**src/rtl/motor_sequencer.sv**
```systemverilog
// Command sequencer in front of motor_contoller: one-hot motor drive with dwell, stop gap and
// fixed rotate. Obstacle-driven emergency stop is compiled in when MOTOR_SEQ_OBSTACLE_EN is defined.
module motor_sequencer #(
    parameter int unsigned DWELL_CYCLES  = 16,
    parameter int unsigned GAP_CYCLES    = 4,
    parameter int unsigned ROTATE_CYCLES = 32,
    parameter int unsigned CNT_W         = 8
) (
    input  logic       clk,
    input  logic       reset,
    input  logic [2:0] nav_cmd,
    input  logic       nav_valid,
    output logic       nav_ready,
    input  logic       obstacle,
    output logic       stop_motor,
    output logic       front_motor,
    output logic       turn_left,
    output logic       turn_right,
    output logic       rotate,
    output logic [2:0] state
);

    typedef enum logic [2:0] {
        StIdle = 3'd0,
        StRun  = 3'd1,
        StGap  = 3'd2,
        StRot  = 3'd3,
        StHalt = 3'd4
    } state_e;

    localparam logic [2:0] CmdStop   = 3'd0;
    localparam logic [2:0] CmdFront  = 3'd1;
    localparam logic [2:0] CmdLeft   = 3'd2;
    localparam logic [2:0] CmdRight  = 3'd3;
    localparam logic [2:0] CmdRotate = 3'd4;

    localparam logic [CNT_W-1:0] DwellVal = CNT_W'(DWELL_CYCLES);
    localparam logic [CNT_W-1:0] GapLast  = CNT_W'(GAP_CYCLES - 1);
    localparam logic [CNT_W-1:0] RotLast  = CNT_W'(ROTATE_CYCLES - 1);
    localparam logic [CNT_W-1:0] CntMax   = '1;

    state_e           state_q, state_d;
    logic [CNT_W-1:0] cnt_q, cnt_d;
    logic [2:0]       cur_q, cur_d;
    logic [2:0]       pend_q, pend_d;
    logic [2:0]       cmd;
    logic             ready_raw;
    logic             accept;

    assign cmd    = (nav_cmd > CmdRotate) ? CmdStop : nav_cmd;
    assign state  = state_q;
    assign accept = nav_valid & nav_ready;

    always_comb begin
        ready_raw = 1'b0;
        case (state_q)
            StIdle:  ready_raw = 1'b1;
            StRun:   ready_raw = (cnt_q == DwellVal);
            default: ready_raw = 1'b0;
        endcase
`ifdef MOTOR_SEQ_OBSTACLE_EN
        nav_ready = ready_raw & ~reset & ~obstacle;
`else
        nav_ready = ready_raw & ~reset;
`endif
    end

`ifndef MOTOR_SEQ_OBSTACLE_EN
    logic unused_obstacle;
    assign unused_obstacle = obstacle;
`endif

    always_comb begin
        state_d = state_q;
        cur_d   = cur_q;
        pend_d  = pend_q;
        // RUN holds cnt at the dwell value so an idle nav side never locks ready out.
        if (state_q == StRun) begin
            cnt_d = (cnt_q >= DwellVal) ? cnt_q : cnt_q + CNT_W'(1);
        end else begin
            cnt_d = (cnt_q == CntMax) ? cnt_q : cnt_q + CNT_W'(1);
        end

        case (state_q)
            StIdle: begin
                if (accept) begin
                    if (cmd == CmdFront || cmd == CmdLeft || cmd == CmdRight) begin
                        state_d = StRun;
                        cur_d   = cmd;
                        cnt_d   = '0;
                    end else if (cmd == CmdRotate) begin
                        state_d = StRot;
                        cnt_d   = '0;
                    end
                end
            end
            StRun: begin
                if (accept && cmd != cur_q) begin
                    cnt_d = '0;
                    if (cmd == CmdStop) begin
                        state_d = StIdle;
                    end else begin
                        state_d = StGap;
                        pend_d  = cmd;
                    end
                end
            end
            StGap: begin
                if (cnt_q == GapLast) begin
                    cnt_d = '0;
                    if (pend_q == CmdRotate) begin
                        state_d = StRot;
                    end else begin
                        state_d = StRun;
                        cur_d   = pend_q;
                    end
                end
            end
            StRot: begin
                if (cnt_q == RotLast) begin
                    state_d = StIdle;
                    cnt_d   = '0;
                end
            end
`ifdef MOTOR_SEQ_OBSTACLE_EN
            StHalt: begin
                if (cnt_q == GapLast) begin
                    state_d = StIdle;
                    cnt_d   = '0;
                end
            end
`endif
            default: begin
                state_d = StIdle;
                cnt_d   = '0;
            end
        endcase

`ifdef MOTOR_SEQ_OBSTACLE_EN
        // Obstacle beats every other transition; HALT keeps cnt at 0 while it persists.
        if (obstacle) begin
            state_d = StHalt;
            cnt_d   = '0;
            pend_d  = CmdStop;
        end
`endif
    end

    always_ff @(posedge clk) begin
        if (reset) begin
            state_q     <= StIdle;
            cnt_q       <= '0;
            cur_q       <= CmdStop;
            pend_q      <= CmdStop;
            stop_motor  <= 1'b1;
            front_motor <= 1'b0;
            turn_left   <= 1'b0;
            turn_right  <= 1'b0;
            rotate      <= 1'b0;
        end else begin
            state_q     <= state_d;
            cnt_q       <= cnt_d;
            cur_q       <= cur_d;
            pend_q      <= pend_d;
            stop_motor  <= (state_d == StIdle) || (state_d == StGap) || (state_d == StHalt);
            front_motor <= (state_d == StRun) && (cur_d == CmdFront);
            turn_left   <= (state_d == StRun) && (cur_d == CmdLeft);
            turn_right  <= (state_d == StRun) && (cur_d == CmdRight);
            rotate      <= (state_d == StRot);
        end
    end

endmodule

```
**config.mk**
```make
export PLATFORM = sky130hd
export DESIGN_NAME = motor_sequencer
export DESIGN_NICKNAME = d
export VERILOG_FILES = /design/src/rtl/motor_sequencer.sv
export SDC_FILE = /design/constraint.sdc
export NUM_CORES = 1
export LEC_CHECK = 0
export CAP_MARGIN = 20
export CORE_MARGIN = 1.5
export CORE_UTILIZATION = 50
export DETAILED_ROUTE_END_ITERATION = 7
export DONT_BUFFER_PORTS = 1
export GPL_TIMING_DRIVEN = 0
export PLACE_DENSITY = 0.72
export SLEW_MARGIN = 40
export SYNTH_ARGS = -nofsm -noshare
export SYNTH_HDL_FRONTEND = slang
export SYNTH_SLANG_ARGS = --single-unit
```
**constraint.sdc**
```tcl
create_clock -name clk -period 2.05 [get_ports clk]
set_clock_uncertainty 0.1 [all_clocks]
set_input_delay 0.41 -clock clk [delete_from_list [all_inputs] [get_ports clk]]
set_output_delay 0.41 -clock clk [all_outputs]
set_load 0.01 [all_outputs]
```
==> results.txt <==
----------------------------------------------------
[Layout]
  Final-stage net count ... about 190
  Final instance area ... roughly 1800 sq um
  Final std cells w/o fill ... 208
  Area grow syn2layout ... 30.6%
  Final-layout fill cell count ... 194
  End-of-flow core utilization ... 0.701
  Antenna cells ... 0
  Fraction of final layout cells with drive strength greater than 1 ... 0.376

[Clock tree]
  Clock buffer count from CTS ... 3
  Maximum number of buffers from clock root to sink ... 2
  CTS tree ... built
  Cell at the root of the clock tree ... sky130_fd_sc_hd__clkbuf_4
  # H-tree levels ... 1
  Clock Sink Count ... 22
  Clock Pin Slew Worst Setup and Hold Paths ... ~0.13 ns
  Clock latency on the worst-skew pair ... 0.32 ns

[Floorplan]
  Die width ... 55.1 um
  Initial standard-cell utilization of the core ... 0.537
  Core footprint ... 2520 sq um
  Total Die Area ... about 3000 sq um
  Row count ... 18
  Vert. Die Dim ... 55.1 um
  Count of boundary I/O pins ... 16

[Yosys]
  Yosys reg bits ... 22
  Library cell with the largest summed area after synthesis ... sky130_fd_sc_hd__dfxtp_1
  Synth top area cells ... sky130_fd_sc_hd__dfxtp_1 33%, sky130_fd_sc_hd__nor2_1 5.5%, sky130_fd_sc_hd__or3b_1 5.2%, sky130_fd_sc_hd__nand3_1 3.3%, sky130_fd_sc_hd__nor3_1 3.3%
  Fraction of synthesized cell area taken by the top area cell type ... 0.325
  Cell area after synthesis ... around 1400 sq um
  Sequential element share of the synthesized area ... 0.325
  Total of warnings raised by yosys ... 0
  Synth Flop Type ... sky130_fd_sc_hd__dfxtp_1
  Syn Area/Cell ... 8.52 sq um
  Most used standard cell by instance count after synthesis ... sky130_fd_sc_hd__dfxtp_1
  Most frequent cells after synthesis ... 22 x sky130_fd_sc_hd__dfxtp_1, 20 x sky130_fd_sc_hd__nor2_1, 9 x sky130_fd_sc_hd__nand3_1, 9 x sky130_fd_sc_hd__nor3_1, 8 x sky130_fd_sc_hd__or3b_1
  Count of flip-flops with a built-in enable after synthesis ... 0
  Cell variety after synth ... 45
  Cells after synthesis ... around 160
  Proportion of synthesized flip-flops having asynchronous set or reset ... 0
  Synthesized net count ... roughly 170

[STA]
  Setup repair after global routing missed its margin ... yes
  Final Setup Violations ... 15
  Final-report max-slew violation count ... 0
  Post-route clock period utilization ... 1.10
  Setup slack of the critical path after layout ... -0.195 ns
  Endpoints failing hold ... 0
  Achievable clock frequency ... 445 MHz
  Minimum period implied by the final worst setup slack ... 2.25 ns

[Routing]
  Routed via count ... 1320
  Number of remaining DRC errors ... 0
  Count of TritonRoute iterations in the first routing pass ... 4
  Number of design-rule violations left by the first detailed-router iteration ... 29
  Post-DR wirelength/cell ... around 17 um
  Routed Antenna Nets ... 0
  WL final ... about 3600 um
  Via count normalized by instance count ... 6.35

[Place]
  Final Wtd Congestion ... 0.897
  Placed cell areas ... 1460 sq um
  Post-detail-place hpwl ... 2250 um
  Count of buffers inserted at the top-level ports ... 0
  Post-Place Cells ... 189

[Pwr]
  PnR Total Power ... about 780 uW
  Leakage component of the power ... 0.593 nW
  Internal Dissipation ... 580 uW
  Switching power as a share of total power ... 0.257
  NetSw ... 201 uW
  Power Dens Cells ... around 440 nW/um^2
  Worst vdd ir ... 0.428 mV
  Relative contribution of the clock network to total power ... 0.317
  Combinational share of power ... 0.129
  Reg power frac ... 0.554

[Run status]
  Violated checks ... setup timing
  Run status ... finished with violations

[Setup path]
  CP Class ... reg -> reg
  Biggest cell delay along the critical path ... 0.41 ns
  Crit-path cells ... or3b_4 -> o311ai_4 -> buf_4 -> nor4_4 -> buf_4 -> a2111oi_4 -> and4b_1
  Arrival time at the worst endpoint ... between 2 and 2.5 ns
  Cell repeated most along the worst path ... sky130_fd_sc_hd__buf_4
  Required arrival time at the worst endpoint ... 2.22 ns
  Slowest cell on crit path ... sky130_fd_sc_hd__a2111oi_4
  Top Family by Delay on Critical Path ... compound AO/OA/AOI/OAI gates
  Critical path launch point type ... register
  Number of buffer and inverter instances along the worst setup path ... 2
  Maximum fanout count along the critical path ... 5
  Kind of end point of the critical path ... register

[Global route]
  GRT Resource Usage Total ... 0.258
  Via count of the first global-routing pass ... 1257
  Global-route wire length before repair ... 5530 um
  Remaining Overflow, GRT ... 0
  Initial antenna violation count ... 0
  Maximum number of pins on one net before global-route repair ... 13

[Min path]
  Class of the tightest hold or removal check ... in -> reg

[Flow run]
  Number of maximum-capacitance constraint violations ... 0

----------------------------------------------------
## worst min-delay path: stages
cell and delay [ns]:
sky130_fd_sc_hd__buf_8 0.10, sky130_fd_sc_hd__or3b_1 0.10, sky130_fd_sc_hd__a31oi_1 0.07
## cell usage in the layout (no fill, tap or decap), drive strengths merged, types with 4 or more instances in the layout
| cell | n |
|---|---|
| a21oi | 5 |
| a31oi | 4 |
| buf | 23 |
| clkbuf | 7 |
| dfxtp | 22 |
| inv | 6 |
| nand2 | 7 |
| nand3 | 9 |
| nand4 | 6 |
| nor2 | 20 |
| nor3 | 9 |
| nor4 | 4 |
| o21ai | 7 |
| or3b | 8 |
| xor2 | 4 |
## cell families (layout without fill, tap and decap cells)
family	count (synthesis)	after routing	synth area share
flops	22	22	0.325
other cells	1	1	0.00277
xor+xnor	6	6	0.0388
compound gates	30	30	0.195
buf+inv	17	36	0.0545
mux	3	3	0.0222
fa+ha+maj	2	2	0.0185
simple gates	78	78	0.343
## registers in the layout, indices dropped and copies added (netlist names)
signal and flops:
pend_q 3, turn_left 1, stop_motor 1, cur_q 3, cnt_q 8, rotate 1
front_motor 1, turn_right 1, state 3
## stage by stage
stage	setup TNS [ns]	worst slack [ns]	hold slack (ns)
after floorplan	-0.0221	-0.0110	0.397
after global placement	-3.10	-0.278	0.430
after detailed placement	-4.37	-0.403	0.437
after CTS	-0.602	-0.140	0.312
after global routing	-3.36	-0.260	0.338
final	-2.10	-0.195	0.312
## area by class of cell
| cell class | instances | area, sq um | share of cell area |
|---|---|---|---|
| multi-input cells | 120 | 997 | 0.564 |
| repair buffers | 20 | 170 | 0.0962 |
| flip-flops and latches | 22 | 460 | 0.260 |
| well taps | 30 | 37.5 | 0.0212 |
| clock buffers | 4 | 36.3 | 0.0205 |
| plain buffers | 6 | 45.0 | 0.0255 |
| inverters | 6 | 22.5 | 0.0127 |
## metal layers
layer	vias up	track usage	wire length [um]	part of all wire
met3	4	0.0376	202	0.056
met2	48	0.464	1760	0.49
met5	-	0	0	0
met1	652	0.317	1580	0.44
li1	616	-	-	-
met4	0	0.0691	31	0.0087
## power by group through the flow
stage                     logic [mW]  clock network (mW)  registers (mW)
after floorplan               0.0620                   0           0.444
after global placement        0.0728                   0           0.445
after detailed placement      0.0755                   0           0.445
after CTS                     0.0905               0.250           0.433
after global routing           0.107               0.266           0.433
final                          0.101               0.248           0.432
## final timing paths
path | start | to | slack (ns) | depth (start not counted)
hold / removal | nav_cmd[1] | pend_q[0]$_SDFFE_PP0P_ | 0.31 | 3
setup / recovery | cur_q[1]$_SDFF_PP0_ | front_motor$_SDFF_PP0_ | -0.20 | 7
hold reg to reg | pend_q[1]$_SDFFE_PP0P_ | pend_q[1]$_SDFFE_PP0P_ | 0.46 | 2
setup reg to reg | cur_q[1]$_SDFF_PP0_ | front_motor$_SDFF_PP0_ | -0.20 | 7
## timing repair
item,4_1_cts,5_1_grt
pin swaps,13,9
endpoints found under the setup margin,19,18
buffers inserted,14,8
cloned,0,0
gates resized for setup,26,17
hold buffers,0,0
(Power assumes the default switching activity.)
